==> config.mk <==
export PLATFORM = sky130hd
export DESIGN_NAME = btn_debounce
export DESIGN_NICKNAME = d
export VERILOG_FILES = /design/src/rtl/btn_debounce.sv
export SDC_FILE = /design/constraint.sdc
export NUM_CORES = 1
export LEC_CHECK = 0
export BUFFER_PORTS_ARGS = -buffer_cell sky130_fd_sc_hd__buf_2
export CAP_MARGIN = 20
export CORE_AREA = 2 2 82 84
export CTS_CLUSTER_DIAMETER = 150
export DETAILED_ROUTE_END_ITERATION = 12
export DIE_AREA = 0 0 84 86
export SYNTH_ARGS = -nofsm -noshare
export SYNTH_HDL_FRONTEND = slang
export SYNTH_SLANG_ARGS = --single-unit
export TNS_END_PERCENT = 30
==> constraint.sdc <==
create_clock -name clk -period 2.7 [get_ports clk]
set_input_delay 0.27 -clock clk [delete_from_list [all_inputs] [get_ports clk]]
set_output_delay 0.27 -clock clk [all_outputs]
set_load 0.005 [all_outputs]
==> src/rtl/btn_debounce.sv <==
// Push-button conditioner: synchroniser, counter-based debounce FSM,
// registered level/press/release/long-press outputs and a press counter.
module btn_debounce #(
  parameter logic [27:0] DEBOUNCE_CYC = 28'd2_000_000,
  parameter logic [27:0] LONG_CYC     = 28'd40_000_000,
  parameter int          SYNC_STAGES  = 2
) (
  input  logic        clk,
  input  logic        rst,
  input  logic        btn_in,
  output logic        btn_level,
  output logic        press_pulse,
  output logic        release_pulse,
  output logic        long_pulse,
  output logic [15:0] press_cnt
);

  typedef enum logic [2:0] {
    IDLE,
    DEB_PRESS,
    HELD,
    LONG_HELD,
    DEB_RELEASE
  } state_t;

  state_t                 state_q, state_d;
  logic [27:0]            cnt_q, cnt_d;
  logic                   long_done_q, long_done_d;
  logic                   lvl_q, lvl_d;
  logic                   press_q, press_d;
  logic                   rel_q, rel_d;
  logic                   long_q, long_d;
  logic [15:0]            press_cnt_q, press_cnt_d;
  logic [SYNC_STAGES-1:0] sync_q;
  logic                   s;

  // Shift the asynchronous pin through the synchroniser chain
  always_ff @(posedge clk or posedge rst) begin
    if (rst) sync_q <= '0;
    else     sync_q <= {sync_q[SYNC_STAGES-2:0], btn_in};
  end

  assign s = sync_q[SYNC_STAGES-1];

  // State, shared counter and all registered outputs
  always_ff @(posedge clk or posedge rst) begin
    if (rst) begin
      state_q     <= IDLE;
      cnt_q       <= '0;
      long_done_q <= 1'b0;
      lvl_q       <= 1'b0;
      press_q     <= 1'b0;
      rel_q       <= 1'b0;
      long_q      <= 1'b0;
      press_cnt_q <= '0;
    end else begin
      state_q     <= state_d;
      cnt_q       <= cnt_d;
      long_done_q <= long_done_d;
      lvl_q       <= lvl_d;
      press_q     <= press_d;
      rel_q       <= rel_d;
      long_q      <= long_d;
      press_cnt_q <= press_cnt_d;
    end
  end

  // Next state; the counter restarts on every state change and pulses default low
  always_comb begin
    state_d     = state_q;
    cnt_d       = cnt_q + 28'd1;
    long_done_d = long_done_q;
    lvl_d       = lvl_q;
    press_d     = 1'b0;
    rel_d       = 1'b0;
    long_d      = 1'b0;
    press_cnt_d = press_cnt_q;
    case (state_q)
      IDLE: begin
        cnt_d = '0;
        if (s) state_d = DEB_PRESS;
      end
      DEB_PRESS: begin
        if (!s) begin
          state_d = IDLE;
          cnt_d   = '0;
        end else if (cnt_q == DEBOUNCE_CYC - 28'd1) begin
          state_d     = HELD;
          cnt_d       = '0;
          lvl_d       = 1'b1;
          press_d     = 1'b1;
          press_cnt_d = press_cnt_q + 16'd1;
          long_done_d = 1'b0;
        end
      end
      HELD: begin
        if (!s) begin
          state_d = DEB_RELEASE;
          cnt_d   = '0;
        end else if (cnt_q == LONG_CYC - 28'd1) begin
          state_d     = LONG_HELD;
          cnt_d       = '0;
          long_d      = 1'b1;
          long_done_d = 1'b1;
        end
      end
      LONG_HELD: begin
        // long pulse already issued for this press; just wait for release
        cnt_d = '0;
        if (!s) state_d = DEB_RELEASE;
      end
      DEB_RELEASE: begin
        if (s) begin
          // release rejected; long timer restarts unless it already fired
          state_d = long_done_q ? LONG_HELD : HELD;
          cnt_d   = '0;
        end else if (cnt_q == DEBOUNCE_CYC - 28'd1) begin
          state_d = IDLE;
          cnt_d   = '0;
          lvl_d   = 1'b0;
          rel_d   = 1'b1;
        end
      end
      default: begin
        state_d = IDLE;
        cnt_d   = '0;
      end
    endcase
  end

  assign btn_level     = lvl_q;
  assign press_pulse   = press_q;
  assign release_pulse = rel_q;
  assign long_pulse    = long_q;
  assign press_cnt     = press_cnt_q;

endmodule
* Word level (Yosys, flattened, before mapping)
Index checks and enable logic that the tools add are counted.
** Storage, ports and cells
- Flip-flop bits (word level) :: 54
- Logic and storage cells :: 68
- Output and inout port bits :: 20
- Input port bits :: 3
** Cells by class
- Reduce and logical (&&, ||, !) cells :: 7
- Mux-type cells :: 33
- Add/sub/neg operators :: 2
- Equality and inequality tests :: 17
** Operators by type and width (number)
- two-way mux 28 bit :: 5
- case mux 28 bit (3 select lines) :: 1
- adder 28 x 1 -> 28 bit, second input constant :: 1
- equality test 28 x 21 -> 1 bit, second input constant :: 1
- equality test 28 x 26 -> 1 bit, second input constant :: 1
- two-way mux 3 bit :: 8
- adder 16 x 1 -> 16 bit, second input constant :: 1
- two-way mux 1 bit :: 16
- inequality test 2 bit, second input constant :: 8
- case mux 3 bit (5 select lines) :: 1
- AND reduction 5 bit :: 3
- inequality test 3 bit, second input constant :: 3
- equality test 3 x 2 -> 1 bit, second input constant :: 2
- case mux 1 bit (2 select lines) :: 2
- nonzero test 2 bit :: 2
- equality test 3 x 1 -> 1 bit, second input constant :: 1
- equality test 3 bit, second input constant :: 1
- logical NOT 3 bit :: 1
- AND reduction 3 bit :: 1

* Depth between registers and ports, before layout
Gate-level depths: netlist of the first run.
- Depth after elaboration :: 4
- Depth in mapped cells :: 8
- Gate-level depth less buffers :: 6

* Worst setup path after synthesis of the first run
OpenSTA, ideal clock, no wires.
- Path type :: register to register
- From :: register cnt_q[0]
- To :: register cnt_q[5]
- Buffers on the path :: 2
- Slack :: 712 ps
- Stages on the path, launching flop included :: 9
- Clock period less this slack :: 1988 ps
- Arrival time :: 1869 ps
- Required time :: 2582 ps
- Setup time :: 118 ps
- Cell sequence :: dfrtp_1 -> ha_1 -> and4_4 -> nand3_4 -> or3_1 -> buf_4 -> a22oi_4 -> buf_4 -> nor2_1
** Between the ends
- Cells in the longest elaborated chain, start to end :: 4
- Elaborated cells on any way between the ends :: 9
- Those cells by class :: 1 x add/sub; 2 x eq/ne; 6 x mux
** RTL lines
- start, declared :: RTL line 27 : logic [27:0] cnt_q, cnt_d;
- start signal, assigned :: RTL line 58 : cnt_q <= cnt_d;
- adder 28 x 1 -> 28 bit (tied with other cells) :: RTL line 71 : cnt_d = cnt_q + 28'd1;
- two-way mux 28 bit, on equally long branches :: RTL line 87, 117, 100
- two-way mux 28 bit, on equally long branches :: RTL line 113, 84, 97
- case mux 28 bit (3 select lines) * :: RTL line 78 : case (state_q)
- net cnt_d[5] :: RTL line 27
The timed path passes the listed nets; every way through them passes the cells marked *.
A chain may end at the register's enable or synchronous reset.

* Worst setup path after layout of the first run
- From :: register cnt_q[23]
- To :: register cnt_q[19]
** Between the ends
- Cells in the longest elaborated chain, start to end :: 4
- Elaborated cells on any way between the ends :: 8
- Those cells by class :: 2 x eq/ne; 6 x mux
** RTL lines (RTL line)
- equality test 28 x 21 -> 1 bit or equality test 28 x 26 -> 1 bit (tied branches) :: 87, 117, 100
- two-way mux 28 bit, on equally long branches :: 87, 117, 100
- two-way mux 28 bit, on equally long branches :: 113, 84, 97
- case mux 28 bit (3 select lines) * :: 78
- net cnt_d[19] :: 27
Marks and branches as above.

==> metrics.md, run 1 <==
| Metric | Value |
|---|---|
| CP Launch Point | cnt_q[23] |
| Switching power | 301 µW |
| Syn_area_per_cell | 10.9 µm² |
| Switching Share | 21.5% |
| Clock transition at path regs | 0.10 ns |
| Delay-heaviest family, CP | simple AND/OR/NAND/NOR gates |
| WP data required | 2.88 ns |
| Die Y | 86 µm |
| Number of cells on the critical path | 5 |
| Critical Path Max Stage Delay | 0.49 ns |
| Wire per inst | 14.1 µm |
| Setup Skew | 0.00907 ns |
| Antenna violations before repair | 0 |
| PwrDens | 456 mW/mm² |
| Run status | completed |
| H-tree Lvls | 2 |
| Residual DRC | 0 |
| Critical Path, Cell by Cell | nor4_1, nand2_1, nand4b_2, a22oi_4, nor2_1 |
| Vias | 1886 |
| Clock power share | 38.4% |
| Post-route ant nets | 0 |
| Largest net degree at the start of global routing | 31 |
| Clock sinks | 54 |
| Mapped Nets | 261 |
| Ports | 23 |
| Power, Total | 1.40 mW |
| Dpl cell area | 0.00297 mm² |
| Leak | 1.41 nW |
| F_max | 433 MHz |
| Reg-to-reg critical path startpoint | cnt_q[23] |
| Slowest stage cell, crit path | nor4_1 |
| Port bufs | 22 |
| Drt pass-1 iters | 4 |
| Setup Fix Bufs, Post-CTS | 0 |
| Reg-to-Reg End | cnt_q[19] |
| Mapped Area | 0.00279 mm² |
| Final instance area | 0.00308 mm² |
| Routability congestion estimate | 0.784 |
| NumNets Final | 285 |
| Initial Util | 44.4% |
| Max Cap Violations | 0 |
| RSZ-0062 raised after global routing | false |
| Core Util, Final | 49.0% |
| Synth Instances | 256 |
| Most common library cell in the layout ignoring fill and taps | dfrtp_1 |
| # fillers | 587 |
| DRT iter0 DRCs | 91 |
| Most frequent cells in the layout | dfrtp_1 (54), nor2_1 (34), xor2_1 (24), buf_2 (22) |
| Internal | 1.10 mW |
| Area Growth Syn to Fin | 10.4% |
| Crit path launch type | flip-flop |
| YS warnings | 0 |
| Sequential share of power | 58.3% |
| Fin Setup TNS | 0 ns |
| Vias in the first global route | 1919 |
| Final wirelength | 5.04 mm |
| Clock root buffer | clkbuf_8 |
| Post-route clock period utilization | 85.5% |
| Num rows | 29 |
| Post-synth EDFFs | 0 |
| Worst setup path end | cnt_q[19] |
| Fin. max-slew vios | 0 |
| Max FO, Critical Path | 14 |
| Number of inserted diodes | 0 |
| CTS Buf Count | 5 |
| Clock latency at the later pin of the worst-skew pair | 0.30 ns |
| Setup Crit Path Kind | flip-flop to flip-flop |
| Combinational Power Share | 3.2% |
| # setup viols final | 0 |
| Slew @ Worst Pin | 0.622 ns |
| CTS Buffer Depth | 2 |
| Hold buffers post-CTS | 0 |
| Tmin final | 2.31 ns |
| Worst-case reg-to-reg path depth | 5 |
| Top FF cell, synth | dfrtp_1 |
| Die area | 0.00722 mm² |
| Crit path buffers/inverters | 0 |
| Critical path arrival | 2.48 ns |
| Post-synth cell types | 49 |
| Max_slew headroom | 58.2% |
| Core box area | 0.00628 mm² |
| Yosys reg bits | 54 |
| All-Layer GR Usage | 15.3% |
| CTS tree | yes |
| Hold Path Class | input pin to asynchronous set/reset pin |
| Post-cts sizing count | 0 |
| Final hold violation count | 0 |
| DP HPWL | 3.56 mm |
| Share of cells above drive strength 1 | 19.6% |
| VDD IR max | 0.245 mV |
| Seq/Total Area, Yosys | 48.5% |
| Vias/cell | 5.27 |
| Width of the die | 84 µm |
| CP Capture Type | flip-flop |
| Ys async rst share | 100% |
| Grt ovf | 0 |
| First-pass GRT wire length | 8.98 mm |
| Worst reg2reg setup slack | 0.39 ns |
-- synth_stat cells, drive strengths merged, types with 4 or more instances --
cell type | number | area [µm²]
dfrtp | 54 | 1350
nor2 | 35 | 134
xor2 | 24 | 210
nand4 | 19 | 125
nand2 | 18 | 67.6
xnor2 | 16 | 140
nand3 | 14 | 82.6
and2 | 6 | 37.5
and3 | 6 | 38.8
and4 | 6 | 57.6
buf | 6 | 45.0
nor4 | 5 | 91.3
a21oi | 4 | 20.0
nand2b | 4 | 25.0
nor4b | 4 | 65.1
-- power groups by stage --
stage               Clock (mW)  Combinational, mW  Sequential [mW]
floorplan                    0             0.0344            0.832
global placement             0             0.0469            0.833
detailed placement           0             0.0471            0.833
CTS                      0.562             0.0475            0.817
global route             0.593             0.0536            0.818
finish                   0.539             0.0453            0.817
-- cells by family (layout without fill, tap and decap cells) --
kind of cell,after synthesis,after routing,synth area share [%]
fa+ha+maj,2,2,0.898
compound gates,15,15,4.94
buf+inv,12,37,2.43
mux,1,1,0.404
xor+xnor,40,40,12.6
simple gates,132,132,30.2
flops,54,54,48.5
-- through the flow --
stage	hold slack [ns]	setup slack [ns]	std cells
2_1_floorplan	0.301	0.712	256
3_3_place_gp	0.331	0.401	350
3_5_place_dp	0.336	0.387	350
4_1_cts	0.0456	0.350	358
5_1_grt	0.0459	0.165	358
6_report	0.0250	0.392	358
-- registers in the layout, indices dropped and copies added, names as in the netlist --
signal         flops
cnt_q             28
press_cnt         16
state_q            3
sync_q             2
btn_level          1
long_done_q        1
long_pulse         1
press_pulse        1
release_pulse      1
-- layer usage --
metal | vias to the layer above | global-route usage (%) | part of all wire, %
met5 | - | 0 | 0
met4 | 0 | 3.52 | 0.48
met3 | 2 | 3.66 | 3.8
met2 | 35 | 25.5 | 47
met1 | 906 | 20.6 | 49
li1 | 943 | - | -
-- final cells by class --
cell class / count / area (µm²) / share of cell area, %
timing repair buffer: 26 / 140 / 4.56
clock inverter: 2 / 37.5 / 1.22
inverter: 3 / 11.3 / 0.366
sequential: 54 / 1350 / 43.9
tap: 77 / 96.3 / 3.13
multi-input combinational: 190 / 1370 / 44.4
clock buffer: 6 / 72.6 / 2.36
-- how the worst min path moves through the flow --
| stage | startpoint | endpoint | slack, ns | depth (start not counted) |
|---|---|---|---|---|
| final | rst | press_cnt[1] | 0.03 | 2 |
| after global placement | sync_q[0] | sync_q[1] | 0.33 | 0 |
| after floorplan | btn_in | sync_q[0] | 0.30 | 0 |
| after CTS | rst | press_cnt[1] | 0.05 | 2 |
| after global routing | btn_in | sync_q[0] | 0.05 | 1 |
| after detailed placement | sync_q[0] | sync_q[1] | 0.34 | 0 |
No activity file was read; power rests on OpenSTA's default activity.
==> run 2, diff against run 1 <==
--- a/config.mk
+++ b/config.mk
@@ -5,12 +5,13 @@
 export SDC_FILE = /design/constraint.sdc
 export NUM_CORES = 1
 export LEC_CHECK = 0
+export ABC_AREA = 1
 export BUFFER_PORTS_ARGS = -buffer_cell sky130_fd_sc_hd__buf_2
 export CAP_MARGIN = 20
-export CORE_AREA = 2 2 82 84
+export CORE_AREA = 2 2 89 91
 export CTS_CLUSTER_DIAMETER = 150
 export DETAILED_ROUTE_END_ITERATION = 12
-export DIE_AREA = 0 0 84 86
+export DIE_AREA = 0 0 91 93
 export SYNTH_ARGS = -nofsm -noshare
 export SYNTH_HDL_FRONTEND = slang
 export SYNTH_SLANG_ARGS = --single-unit
==> metrics.md, run 2 <==
| Metric | Value |
|---|---|
| DRT iter0 DRCs | 171 (was 91) |
| Share of cells above drive strength 1 | 17.0% (was 19.6%) |
| Ports | 23 (unchanged) |
| Mapped Area | 0.00331 mm² (was 0.00279 mm²) |
| Multi-input gate area | 0.00171 mm² (was 0.00137 mm²) |
| VDD IR max | 0.233 mV (was 0.245 mV) |
| Clock transition at path regs | 0.10 ns (about the same) |
| Fin. max-slew vios | 0 (unchanged) |
| Area Growth Syn to Fin | 9.03% (was 10.4%) |
| Num rows | 32 (was 29) |
| Post-synth cell types | 31 (was 49) |
| CP Capture Type | flip-flop (unchanged) |
| H-tree Lvls | 2 (unchanged) |
| Reg-to-reg critical path startpoint | cnt_q[0] (was cnt_q[23]) |
| CTS tree | yes (unchanged) |
| Die area | 0.00846 mm² (was 0.00722 mm²) |
| Final wirelength | 7.90 mm (was 5.04 mm) |
| Seq/Total Area, Yosys | 40.8% (was 48.5%) |
| Reg-to-Reg End | cnt_q[15] (was cnt_q[19]) |
| Number of inserted diodes | 0 (unchanged) |
| Width of the die | 91 µm (was 84 µm) |
| Clock sinks | 54 (unchanged) |
| Hold Crit Endpoint | sync_q[0] |
| Most common library cell in the layout ignoring fill and taps | nand2_1 (was dfrtp_1) |
| Largest net degree at the start of global routing | 55 (was 31) |
| Largest register FFs | 28 (unchanged) |
| Yosys top cell by area | dfrtp_1 (unchanged) |
| Post-synth EDFFs | 0 (unchanged) |
| Initial Util | 44.0% (was 44.4%) |
| Setup Fix Bufs, Post-CTS | 0 (unchanged) |
| Worst reg2reg setup slack | 0.55 ns (was 0.39 ns) |
| Clock latency at the later pin of the worst-skew pair | 0.32 ns (was 0.30 ns) |
| Worst-case reg-to-reg path depth | 10 (was 5) |
| Core box area | 0.00753 mm² (was 0.00628 mm²) |
| Drt pass-1 iters | 4 (unchanged) |
| Synth top area share | 40.8% (was 48.5%) |
| DR WL met3 | 250 µm (was 194 µm) |
| Top FF cell, synth | dfrtp_1 (unchanged) |
| Wire per inst | 13.9 µm (was 14.1 µm) |
| Worst hold slack | 0.0544 ns (was 0.0250 ns) |
| Grt ovf | 0 (unchanged) |
| WP data required | 2.89 ns (was 2.88 ns) |
| Hold Path Class | input pin to flip-flop (was input pin to asynchronous set/reset pin) |
| PwrDens | 485 mW/mm² (was 456 mW/mm²) |
| HP Start | btn_in |
| Final hold violation count | 0 (unchanged) |
| All-Layer GR Usage | 20.2% (was 15.3%) |
| Die Y | 93 µm (was 86 µm) |
| Post-route ant nets | 0 (unchanged) |
| Reg with most FFs | cnt_q (unchanged) |
| Vias in the first global route | 2883 (was 1919) |
| Run status | completed (unchanged) |
| Crit path launch type | flip-flop (unchanged) |
| # fillers | 796 (was 587) |
| Setup Crit Path Kind | flip-flop to flip-flop (unchanged) |
| Routed wl met2 | 3.58 mm (was 2.35 mm) |
| Top-count cell post-synth | nand2_1 (was dfrtp_1) |
| Vias/cell | 5.08 (was 5.27) |
| CTS Buffer Depth | 2 (unchanged) |
| NumNets Final | 469 (was 285) |
| Critical path arrival | 2.34 ns (was 2.48 ns) |
| Slew @ Worst Pin | 0.696 ns (was 0.622 ns) |
| Leak | 1.58 nW (was 1.41 nW) |
| Slowest stage cell, crit path | dfrtp_1 (was nor4_1) |
| RSZ-0062 raised after global routing | false (unchanged) |
| DP HPWL | 5.98 mm (was 3.56 mm) |
| Top sig layer | met4 (unchanged) |
| Clock root buffer | clkbuf_8 (unchanged) |
| Power, Total | 1.75 mW (was 1.40 mW) |
| Post-cts sizing count | 0 (unchanged) |
| Max Cap Violations | 0 (unchanged) |
| Met1 wire length | 3.89 mm (was 2.47 mm) |
| Sequential Area | 0.00135 mm² (unchanged) |
| Residual DRC | 0 (unchanged) |
| Tmin final | 2.15 ns (was 2.31 ns) |
| Syn_area_per_cell | 7.58 µm² (was 10.9 µm²) |
| Ys async rst share | 100% (unchanged) |
| Setup Skew | 0.00989 ns (was 0.00907 ns) |
| Mapped Nets | 442 (was 261) |
| # setup viols final | 0 (unchanged) |
| Yosys reg bits | 54 (unchanged) |
| Hold buffers post-CTS | 0 (unchanged) |
| Max_slew headroom | 53.6% (was 58.2%) |
| Post-route clock period utilization | 79.5% (was 85.5%) |
| Max FO, Critical Path | 27 (was 14) |
| Critical Path, Cell by Cell | ha_1, nand2_2, nor2_4, nand2_4, nor2_4, nand3_2, nand2_2, nand3_2, nand2_4, nor2_1 (was nor4_1, nand2_1, nand4b_2, a22oi_4, nor2_1) |
| Synth Instances | 437 (was 256) |
| Antenna violations before repair | 0 (unchanged) |
| Fin Setup TNS | 0 ns (unchanged) |
| Vias | 2883 (was 1886) |
| Most frequent cells in the layout | nand2_1 (95), nor2_1 (63), dfrtp_1 (54), inv_1 (50), nand3_1 (31) (was dfrtp_1 (54), nor2_1 (34), xor2_1 (24), buf_2 (22)) |
| F_max | 466 MHz (was 433 MHz) |
| Routability congestion estimate | 0.973 (was 0.784) |
| Critical Path Max Stage Delay | 0.45 ns (was 0.49 ns) |
| YS warnings | 0 (unchanged) |
| First-pass GRT wire length | 13.8 mm (was 8.98 mm) |
| Hold path cells | 1 |
| Most frequent cells after synthesis | nand2_1 (95), nor2_1 (63), dfrtp_1 (54), inv_1 (51), nand3_1 (31) (was dfrtp_1 (54), nor2_1 (34), xor2_1 (24), nand2_1 (18), nand4_1 (18)) |
| Synth area leaders | dfrtp_1 (41%), nand2_1 (11%), nor2_1 (7.1%) (was dfrtp_1 (49%), xor2_1 (7.5%), xnor2_1 (5.0%)) |
| Port bufs | 22 (unchanged) |
| CTS Buf Count | 5 (unchanged) |
-- run 2: cell types whose count changed after synthesis, sizes merged, moves of 6 or more --
cell	change
xnor2	-10
nor3	+22
inv	+53
o21ai	+13
nand3	+22
nand2	+84
and2	-6
nor2	+55
and3	-6
and4	-6
-- run 2: per-stage QoR --
step	util [%]	std cells	cell area (µm²)	setup WS, ns
after floorplan	-	437	3310	0.944
after global placement	46.7	559	3510	0.588
after detailed placement	46.7	559	3510	0.533
after CTS	48.0	567	3610	0.504
after global routing	48.0	567	3610	0.322
final	48.0	567	3610	0.554
-- run 2: logic make-up (layout without fill, tap and decap cells) --
group           Yosys count  after routing  synth area share (%)
flops                    54             54                  40.8
xor+xnor                 27             27                  7.14
compound gates           22             22                  3.59
fa+ha+maj                 2              2                 0.755
simple gates            273            273                  40.0
buf+inv                  59             87                  7.70
-- run 2: worst max-delay path by stage --
stage,start,endpoint
floorplan,cnt_q[0],cnt_q[13]
global placement,cnt_q[0],cnt_q[15]
detailed placement,cnt_q[0],cnt_q[15]
CTS,cnt_q[0],cnt_q[15]
global route,cnt_q[0],press_cnt[15]
finish,cnt_q[0],cnt_q[15]
-- run 2: layout make-up --
| cell class | count | area share, % |
|---|---|---|
| Multi-Input combinational cell | 324 | 47.2 |
| Sequential cell | 54 | 37.4 |
| Timing Repair Buffer | 23 | 3.26 |
| Tap cell | 102 | 3.53 |
| Clock inverter | 2 | 0.450 |
| Clock buffer | 6 | 2.29 |
| Inverter | 56 | 5.82 |
-- run 2: metal layers --
layer / vias up / GRT usage [%]
li1: 1454 / -
met1: 1355 / 28.2
met2: 60 / 32.1
met3: 14 / 3.55
met4: 0 / 6.57
met5: - / 0
-- run 2: critical path: cells and delay by family, from the launching register on --
kind	cells	cell delay, ns
AND/OR/NAND/NOR	9	1.31
flip-flops	1	0.45
adder cells (fa/ha/maj)	1	0.26
-- run 2: power by group --
group	internal, mW	total [mW]	switching (mW)
Combinational	0.0880	0.372	0.284
Clock	0.212	0.498	0.286
Sequential	0.841	0.882	0.0412
==> run 3, diff against run 2 <==
==> constraint.sdc (replaced) <==
create_clock -name clk -period 2.1 [get_ports clk]
set_input_delay 0.21 -clock clk [delete_from_list [all_inputs] [get_ports clk]]
set_output_delay 0.21 -clock clk [all_outputs]
set_load 0.005 [all_outputs]
==> metrics.md, run 3 (synthesis results as in run 2) <==
| Metric | Value |
|---|---|
| Run status | completed (unchanged) |
| Slew @ Worst Pin | 0.690 ns (was 0.696 ns) |
| H-tree Lvls | 2 (unchanged) |
| Largest net degree at the start of global routing | 55 (unchanged) |
| Dpl cell area | 0.00354 mm² (was 0.00351 mm²) |
| CTS Buf Count | 5 (unchanged) |
| Residual DRC | 0 (unchanged) |
| Die Y | 93 µm (unchanged) |
| Most common library cell in the layout ignoring fill and taps | nand2_1 (unchanged) |
| Max Cap Violations | 0 (unchanged) |
| Final wirelength | 7.85 mm (was 7.90 mm) |
| Setup Crit Path Kind | flip-flop to flip-flop (unchanged) |
| Setup Skew | 0.0134 ns (was 0.00989 ns) |
| Vias | 2841 (was 2883) |
| Fin. max-slew vios | 0 (unchanged) |
| WP data required | 2.30 ns (was 2.89 ns) |
| CTS Buffer Depth | 2 (unchanged) |
| CP Capture Type | flip-flop (unchanged) |
| RSZ-0062 raised after global routing | false (unchanged) |
| Port bufs | 22 (unchanged) |
| Delay-heaviest family, CP | simple AND/OR/NAND/NOR gates (unchanged) |
| Reg with most FFs | cnt_q (unchanged) |
| Crit path buffers/inverters | 1 (was 0) |
| Area Growth Syn to Fin | 10.4% (was 9.03%) |
| Hold Path Class | input pin to asynchronous set/reset pin (was input pin to flip-flop) |
| Number of inserted diodes | 0 (unchanged) |
| Num rows | 32 (unchanged) |
| Routability congestion estimate | 0.937 (was 0.973) |
| Final hold violation count | 0 (unchanged) |
| Critical path arrival | 2.14 ns (was 2.34 ns) |
| PwrDens | 632 mW/mm² (was 485 mW/mm²) |
| DP HPWL | 5.97 mm (was 5.98 mm) |
| Max_slew headroom | 54.0% (was 53.6%) |
| Multi-input gate area | 0.00171 mm² (about the same) |
| Leak | 1.60 nW (was 1.58 nW) |
| # setup viols final | 0 (unchanged) |
| F_max | 516 MHz (was 466 MHz) |
| Fin Setup TNS | 0 ns (unchanged) |
| Post-route clock period utilization | 92.4% (was 79.5%) |
| NumNets Final | 472 (was 469) |
| Grt ovf | 0 (unchanged) |
| DRT iter0 DRCs | 234 (was 171) |
| Width of the die | 91 µm (unchanged) |
| First-pass GRT wire length | 13.6 mm (was 13.8 mm) |
| Wire per inst | 13.8 µm (was 13.9 µm) |
| CTS tree | yes (unchanged) |
| Drt pass-1 iters | 4 (unchanged) |
| Ports | 23 (unchanged) |
| Slowest stage cell, crit path | dfrtp_1 (unchanged) |
| Clock latency at the later pin of the worst-skew pair | 0.32 ns (about the same) |
| Die area | 0.00846 mm² (unchanged) |
| Final instance area | 0.00366 mm² (was 0.00361 mm²) |
| Critical Path, Cell by Cell | ha_2, nand2_2, nor2_4, nand2_1, nor2_1, nand2_1, nand3_2, nand3_2, nand2_4, buf_12, nor2_1 (was ha_1, nand2_2, nor2_4, nand2_4, nor2_4, nand3_2, nand2_2, nand3_2, nand2_4, nor2_1) |
| Critical Path Max Stage Delay | 0.43 ns (was 0.45 ns) |
| Tmin final | 1.94 ns (was 2.15 ns) |
| # fillers | 796 (unchanged) |
| Crit path launch type | flip-flop (unchanged) |
| Clock root buffer | clkbuf_8 (unchanged) |
| Core box area | 0.00753 mm² (unchanged) |
| All-Layer GR Usage | 20.1% (was 20.2%) |
| Antenna violations before repair | 0 (unchanged) |
| Clock sinks | 54 (unchanged) |
| VDD IR max | 0.372 mV (was 0.233 mV) |
| Vias/cell | 4.98 (was 5.08) |
| Most frequent cells in the layout | nand2_1 (95), nor2_1 (63), dfrtp_1 (54), inv_1 (50), nand3_1 (31) (unchanged) |
| Share of cells above drive strength 1 | 17.7% (was 17.0%) |
| Largest register FFs | 28 (unchanged) |
| Sequential Area | 0.00135 mm² (unchanged) |
| Initial Util | 44.0% (unchanged) |
| Clock transition at path regs | 0.10 ns (about the same) |
| Max FO, Critical Path | 27 (unchanged) |
| Vias in the first global route | 2772 (was 2883) |
| Post-route ant nets | 0 (unchanged) |
-- run 3: changes by cell type in the layout (fill, tap and decap cells not counted), sizes merged --
cell and change:
dlygate4sd3 +1, buf +2, clkinvlp -1, inv -1, clkinv +2
-- run 3: worst register-to-register path, cell delays in order, from the launching register on --
cell and delay (ns):
dfrtp_1 0.43, ha_2 0.24, nand2_2 0.08, nor2_4 0.14, nand2_1 0.07, nor2_1 0.12
nand2_1 0.11, nand3_2 0.17, nand3_2 0.11, nand2_4 0.09, buf_12 0.20, nor2_1 0.07
-- run 3: repair_timing --
item | in CTS | in global routing
resized for setup | 0 | 2
hold endpoints to repair | 1 | 0
buffers inserted | 0 | 0
setup endpoints to repair | 0 | 15
hold buffers | 1 | 0
-- run 3: through the flow --
stage	setup slack (ns)	cells	hold slack, ns	power, mW	utilization [%]
after floorplan	0.344	437	0.241	1.61	-
after global placement	0.108	561	0.320	1.69	47.0
after detailed placement	0.114	561	0.321	1.69	47.0
after CTS	0.101	570	0.103	2.33	48.5
after global routing	0.00199	570	0.155	2.45	48.6
final	0.160	570	0.0659	2.31	48.6
-- run 3: power breakdown --
group	internal [mW]	switching, mW
Combinational	0.155	0.388
Sequential	1.08	0.0496
Clock	0.272	0.366
Total	1.51	0.804
-- run 3: layout make-up --
type                            count  area share, %
Timing Repair Buffer               26           4.24
Sequential cell                    54           36.9
Clock inverter                      2          0.479
Tap cell                          102           3.49
Inverter                           56           5.75
Multi-Input combinational cell    324           46.9
Clock buffer                        6           2.26
-- run 3: per-layer routing --
| layer | vias to the layer above | track usage, % | wire [µm] |
|---|---|---|---|
| met3 | 13 | 2.66 | 317 |
| li1 | 1451 | - | - |
| met4 | 0 | 5.93 | 136 |
| met2 | 60 | 32.0 | 3560 |
| met5 | - | 0 | 0 |
| met1 | 1317 | 28.9 | 3840 |
-- run 3: final timing paths --
path,end,start,cells past startpoint,slack (ns)
setup / recovery,cnt_q[12],cnt_q[0],11,0.16
hold / removal,cnt_q[15],rst,3,0.07
setup reg to reg,cnt_q[12],cnt_q[0],11,0.16
hold reg to reg,sync_q[1],sync_q[0],0,0.36
max in group asynchronous,cnt_q[22],rst,3,1.57
min in group clk,sync_q[1],sync_q[0],0,0.36
